`config.mk`:
```
export PLATFORM = sky130hd
export DESIGN_NAME = bypass_hazard_unit
export DESIGN_NICKNAME = d
export VERILOG_FILES = /design/src/rtl/bypass_hazard_unit_pkg.sv /design/src/rtl/bypass_port_match.sv /design/src/rtl/bypass_hazard_unit.sv
export SDC_FILE = /design/constraint.sdc
export NUM_CORES = 1
export LEC_CHECK = 0
export ABC_AREA = 0
export CORE_UTILIZATION = 43
export CTS_CLUSTER_DIAMETER = 100
export DETAILED_ROUTE_END_ITERATION = 10
export DONT_BUFFER_PORTS = 1
export GPL_ROUTABILITY_DRIVEN = 0
export SLEW_MARGIN = 0
export SYNTH_ARGS = -nofsm -noshare
export SYNTH_HDL_FRONTEND = slang
export SYNTH_SLANG_ARGS = --single-unit
```
`constraint.sdc`:
```
create_clock -name clock -period 3 [get_ports clock]
set_clock_uncertainty 0.05 [all_clocks]
set_input_delay 0.45 -clock clock [delete_from_list [all_inputs] [get_ports clock]]
set_output_delay 0.45 -clock clock [all_outputs]
set_load 0.05 [all_outputs]
```
`src/rtl/bypass_hazard_unit_pkg.sv`:
```
// Shared constants for the execute bypass / decode hazard block.
package bypass_hazard_unit_pkg;

  typedef logic [1:0] fwd_sel_t;

  // Operand source select presented to the EX stage.
  localparam fwd_sel_t FWD_RF   = 2'b00;  // register file read
  localparam fwd_sel_t FWD_WB   = 2'b01;  // producer now in WB
  localparam fwd_sel_t FWD_MEM  = 2'b10;  // producer now in MEM
  localparam fwd_sel_t FWD_HOLD = 2'b11;  // WB value held for non write-through RF

  // Tag control bits alongside the address: valid, we, is_load.
  localparam int unsigned TAG_CTRL_W = 3;

  localparam int unsigned REG_ZERO   = 0;   // hardwired zero, never forwards
  localparam int unsigned REG_STATUS = 30;  // exception/status writes target this register

endpackage

```
`src/rtl/bypass_port_match.sv`:
```
// One source operand compared against the EX/MEM/WB destination tags.
module bypass_port_match
  import bypass_hazard_unit_pkg::*;
#(
  parameter int unsigned AW               = 5,
  parameter int unsigned RF_WRITE_THROUGH = 1
) (
  input  logic [AW-1:0] src_addr,
  input  logic          src_used,
  input  logic          ex_valid,
  input  logic          ex_we,
  input  logic [AW-1:0] ex_addr,
  input  logic          ex_is_load,
  input  logic          mem_valid,
  input  logic          mem_we,
  input  logic [AW-1:0] mem_addr,
  input  logic          wb_valid,
  input  logic          wb_we,
  input  logic [AW-1:0] wb_addr,
  output fwd_sel_t      sel,
  output logic          load_use
);

  logic src_live, ex_hit, mem_hit, wb_hit;

  // Youngest producer wins; a load still in EX has no data yet and forces a stall instead.
  always_comb begin
    src_live = src_used & (src_addr != AW'(REG_ZERO));
    ex_hit   = src_live & ex_valid & ex_we & (ex_addr == src_addr);
    mem_hit  = src_live & mem_valid & mem_we & (mem_addr == src_addr);
    wb_hit   = src_live & wb_valid & wb_we & (wb_addr == src_addr);
    load_use = ex_hit & ex_is_load;
    sel      = FWD_RF;
    if (ex_hit && !ex_is_load) begin
      sel = FWD_MEM;
    end else if (mem_hit) begin
      sel = FWD_WB;
    end else if (wb_hit && (RF_WRITE_THROUGH == 0)) begin
      sel = FWD_HOLD;
    end
  end

endmodule

```
`src/rtl/bypass_hazard_unit.sv`:
```
// Shadow destination-tag pipeline, registered bypass selects and decode stall generation.
module bypass_hazard_unit
  import bypass_hazard_unit_pkg::*;
#(
  parameter int unsigned NUM_PORTS        = 2,
  parameter int unsigned AW               = 5,
  parameter int unsigned RF_WRITE_THROUGH = 1
) (
  input  logic                   clock,
  input  logic                   reset,
  input  logic                   id_valid,
  input  logic [NUM_PORTS*AW-1:0] id_src_addr,
  input  logic [NUM_PORTS-1:0]   id_src_used,
  input  logic                   id_dst_we,
  input  logic [AW-1:0]          id_dst_addr,
  input  logic                   id_is_load,
  input  logic                   id_is_md,
  input  logic                   pipe_stall,
  input  logic                   flush,
  input  logic                   md_done,
  output logic [2*NUM_PORTS-1:0] ex_fwd_sel,
  output logic                   hazard_stall,
  output logic                   md_busy
);

  typedef struct packed {
    logic          valid;
    logic          we;
    logic [AW-1:0] addr;
    logic          is_load;
  } tag_t;

  localparam int unsigned TagW = AW + TAG_CTRL_W;

  tag_t ex_q, ex_d, mem_q, mem_d, wb_q, wb_d, id_tag;
  logic [2*NUM_PORTS-1:0] sel_q, sel_d, sel_comb;
  logic [NUM_PORTS-1:0]   load_use, md_src_hit;
  logic                   md_pending_q, md_pending_d;
  logic [AW-1:0]          md_addr_q, md_addr_d;
  logic                   md_wait, md_raw, md_struct, md_issue;
  logic [TagW-1:0]        unused_wb_tag;

  // WB is the last shadow stage; only its we/addr feed the match logic.
  assign unused_wb_tag = wb_q;

  for (genvar p = 0; p < NUM_PORTS; p++) begin : g_port
    bypass_port_match #(
      .AW              (AW),
      .RF_WRITE_THROUGH(RF_WRITE_THROUGH)
    ) u_match (
      .src_addr  (id_src_addr[p*AW +: AW]),
      .src_used  (id_src_used[p]),
      .ex_valid  (ex_q.valid),
      .ex_we     (ex_q.we),
      .ex_addr   (ex_q.addr),
      .ex_is_load(ex_q.is_load),
      .mem_valid (mem_q.valid),
      .mem_we    (mem_q.we),
      .mem_addr  (mem_q.addr),
      .wb_valid  (wb_q.valid),
      .wb_we     (wb_q.we),
      .wb_addr   (wb_q.addr),
      .sel       (sel_comb[2*p +: 2]),
      .load_use  (load_use[p])
    );
  end

  // Decode-stage hazard detection; a retiring mult/div releases its dependants this cycle.
  always_comb begin
    for (int p = 0; p < NUM_PORTS; p++) begin
      md_src_hit[p] = id_src_used[p] & (id_src_addr[p*AW +: AW] == md_addr_q);
    end
    md_wait      = md_pending_q & ~md_done;
    md_raw       = md_wait & ((|md_src_hit) | (id_dst_we & (id_dst_addr == md_addr_q)));
    md_struct    = md_wait & id_is_md;
    hazard_stall = id_valid & ~flush & ((|load_use) | md_raw | md_struct);
    md_issue     = id_valid & id_is_md & ~flush & ~pipe_stall & ~hazard_stall;
    // Mult/div results return via md_done, so they never forward from the pipe.
    id_tag.valid   = id_valid;
    id_tag.we      = id_dst_we & ~id_is_md;
    id_tag.addr    = id_dst_addr;
    id_tag.is_load = id_is_load;
  end

  // Next-state for tag pipe, selects and scoreboard; flush beats pipe_stall beats hazard.
  always_comb begin
    ex_d         = ex_q;
    mem_d        = mem_q;
    wb_d         = wb_q;
    sel_d        = sel_q;
    md_pending_d = md_pending_q;
    md_addr_d    = md_addr_q;
    if (flush || !pipe_stall) begin
      mem_d = ex_q;
      wb_d  = mem_q;
      if (flush || hazard_stall) begin
        ex_d  = '0;
        sel_d = '0;
      end else begin
        ex_d  = id_tag;
        sel_d = sel_comb;
      end
      if (md_done) begin
        md_pending_d = 1'b0;
      end
      if (md_issue) begin
        md_pending_d = 1'b1;
        md_addr_d    = id_dst_addr;
      end
    end
  end

  // State registers with synchronous reset.
  always_ff @(posedge clock) begin
    if (reset) begin
      ex_q         <= '0;
      mem_q        <= '0;
      wb_q         <= '0;
      sel_q        <= '0;
      md_pending_q <= 1'b0;
      md_addr_q    <= '0;
    end else begin
      ex_q         <= ex_d;
      mem_q        <= mem_d;
      wb_q         <= wb_d;
      sel_q        <= sel_d;
      md_pending_q <= md_pending_d;
      md_addr_q    <= md_addr_d;
    end
  end

  assign ex_fwd_sel = sel_q;
  assign md_busy    = md_pending_q;

endmodule

```
==> impl_metrics.env <==
export IMPL_status="completed"
export IMPL_rrSetupSlack_ns=0.85
export IMPL_yosysMostFrequentCell="xnor2_1"
export IMPL_cts_hold_fix_buffers=0
export IMPL_r2r_end="ex_fwd_sel[2]"
export IMPL_switchingPower_uw=144
export IMPL_synth_largest_area_cell="dfxtp_1"
export IMPL_fp_dieH_um=60.5
export IMPL_layout_min_cycle_time_ns=2.50
export IMPL_wl_per_cell_um=16.1
export IMPL_tns_ns=0
export IMPL_max_clock_freq_ghz=0.400
export IMPL_cts_sinks=25
export IMPL_syn_inst=165
export IMPL_fp_coreArea_um2=3150
export IMPL_pre_cts_ws_ns=0.788
export IMPL_hold_depth=1
export IMPL_crit_type="reg -> out"
export IMPL_floorplan_initialDensity_pct=46.7
export IMPL_synth_top_area_share_pct=34.0
export IMPL_totalWireLength_mm=3.33
export IMPL_nNetsFinal=190
export IMPL_p_per_area_nw_per_um2=376
export IMPL_ir_drop_v=0.000178
export IMPL_insertion_delay_ns=0.32
export IMPL_cts_resized=0
export IMPL_post_cts_buffers=0
export IMPL_path_clk_slew_ns=0.14
export IMPL_reg2reg_depth=6
export IMPL_seqPwrFrac_pct=61.3
export IMPL_avgSynthCellArea_um2=8.93
export IMPL_drt_vias_per_instance=5.43
export IMPL_cp_arrival_ns=2.00
export IMPL_antenna_cells=0
export IMPL_ctsLongestPathBuffers=2
export IMPL_tightest_slew_ns=0.816
export IMPL_fillers=320
export IMPL_min_to="md_busy"
export IMPL_drtPass1Iterations=4
export IMPL_crit_path_end_kind="output pin"
export IMPL_drc=0
export IMPL_grtUsageTotal_pct=20.0
export IMPL_leakagePower_uw=0.000501
export IMPL_die_area_um2=3670
export IMPL_drive_gt1_share_pct=7.36
export IMPL_cts_tree="built"
export IMPL_maxSlewViolCount=0
export IMPL_grt_first_pass_wirelength_mm=5.29
export IMPL_p_clk_share_pct=27.1
export IMPL_drtIter0Drc=48
export IMPL_drv_cap=0
export IMPL_timing_rr_start="md_addr_q[1]"
export IMPL_yosysSeqAreaShare_pct=34.0
export IMPL_slowest_delay_ns=0.38
export IMPL_finalHoldViolCount=0
export IMPL_fin_ws_ns=0.499
export IMPL_synth_area_leaders="dfxtp_1 34%, xnor2_1 15%, xor2_1 5.3%"
export IMPL_first_global_vias=1125
export IMPL_cp_top_family="simple AND/OR/NAND/NOR gates"
export IMPL_ant_nets=0
export IMPL_crit_start="md_addr_q[1]"
export IMPL_synthDistinctLibCells=33
export IMPL_antenna_found_initial=0
export IMPL_netlist_top_cells_count="26 x xnor2_1, 25 x dfxtp_1, 20 x nand2_1"
export IMPL_ys_ff_latch=25
export IMPL_io_pins=32
export IMPL_async_flop_share_pct=0
export IMPL_worstPathRequired_ns=2.50
export IMPL_min_period_over_period_pct=83.4
export IMPL_crit_fanout=6
export IMPL_netlist_area_um2=1470
export IMPL_finalSetupViolCount=0
export IMPL_grt_overflow_total=0
export IMPL_htreeDepth=1
export IMPL_hold_path_startpoint="reset"
export IMPL_slew_limit_headroom_pct=45.4
export IMPL_startpoint_type="flip-flop"
export IMPL_die_x_um=60.5
export IMPL_hp_class="in -> reg"
export IMPL_clockRootBuffer="clkbuf_4"
export IMPL_vias=1123
export IMPL_num_rows=20
export IMPL_critical_path_cell_chain="xor2_1, nor4_1, and3_1, o311ai_4, a21boi_1, buf_4"
export IMPL_io_buffers=0
export IMPL_grt_setup_unrepaired="no"
export IMPL_combPwrFrac_pct=11.6
export IMPL_yosys_warnings=0
export IMPL_synth_edf_count=0
export IMPL_critPathBufInv=1
export IMPL_areaGrowthSynthToFinish_pct=3.14
export IMPL_crit_slowest_cell="dfxtp_1"
export IMPL_p_int_uw=427
export IMPL_grt_max_degree=22
export IMPL_cts_made_buffers=3
export IMPL_synth_flop_cell="dfxtp_1"
export IMPL_hpwl_mm=2.63
export IMPL_p_sw_share_pct=25.2
export IMPL_syn_num_nets=191
cell type report:
type	instances	area [um^2]	area share (%)
multi-input cells	130	920	60.5
flip-flops and latches	25	500	32.9
well taps	44	55.1	3.62
clock buffers	4	26.3	1.73
inverters	3	11.3	0.741
repair buffers	1	7.51	0.494
through the flow:
stage / utilization [%] / hold WS, ns / cells / power (uW) / instance area, um^2
after floorplan: - / 0.377 / 165 / 416 / 1470
after global placement: 47.4 / 0.381 / 203 / 422 / 1490
after detailed placement: 47.4 / 0.390 / 203 / 423 / 1490
after CTS: 48.2 / 0.116 / 207 / 575 / 1520
after global routing: 48.2 / 0.101 / 207 / 596 / 1520
final: 48.2 / 0.122 / 207 / 571 / 1520
power by group through the flow:
stage	combinational [uW]	sequential, uW	clock (uW)
floorplan	61.3	355	0
global placement	64.7	357	0
detailed placement	66.1	357	0
CTS	66.5	350	159
global route	73.4	352	171
finish	66.3	350	155
worst max-delay path by stage:
stage | slack [ns] | cells past startpoint | to
2_1_floorplan | 0.57 | 5 | hazard_stall
3_3_place_gp | 0.80 | 6 | hazard_stall
3_5_place_dp | 0.79 | 6 | md_addr_q[0]
4_1_cts | 0.51 | 6 | hazard_stall
5_1_grt | 0.46 | 6 | hazard_stall
6_report | 0.50 | 6 | hazard_stall
sequential cells by signal (all words and copies together), names as in the netlist:
signal / count
md_addr_q: 5
ex_q: 8
md_busy: 1
mem_q: 7
ex_fwd_sel: 4
worst register-to-register path, cell delays in order (launching register included):
cell      delay, ns
dfxtp_1        0.38
xor2_1         0.17
nor4_1         0.34
and3_1         0.28
o311ai_4       0.13
o211a_1        0.40
a32o_2         0.31
cells by family after synthesis:
family,share of synthesized area (%)
muxes,3.40
xor gates and xnor gates,20.8
buffers and inverters,3.65
and+or+nand+nor,21.7
AOI/OAI and AO/OA,16.5
DFF,34.0
metal layers:
metal | vias to the layer above | global-route usage, % | part of all wire (%)
li1 | 574 | - | -
met1 | 512 | 23.8 | 42
met2 | 31 | 35.0 | 50
met3 | 6 | 4.69 | 6.3
met4 | 0 | 7.14 | 1.6
met5 | - | 0 | 0
cell usage in the layout, fill, tap and decap left out, types with 3 or more instances in the layout:
cell      Yosys  final
clkbuf_4      0      3
dfxtp_1      25     25
nor2_1        3      3
xor2_1        9      9
nand2_1      20     20
inv_1         3      3
nand2b_1     12     12
nor4_1        3      3
nor3_1        3      3
nand3_1       5      5
mux2i_1       5      5
a21oi_1       9      9
nand4_1       5      5
a22o_1        7      7
xnor2_1      26     26
No activity file was read; power rests on OpenSTA's default activity.
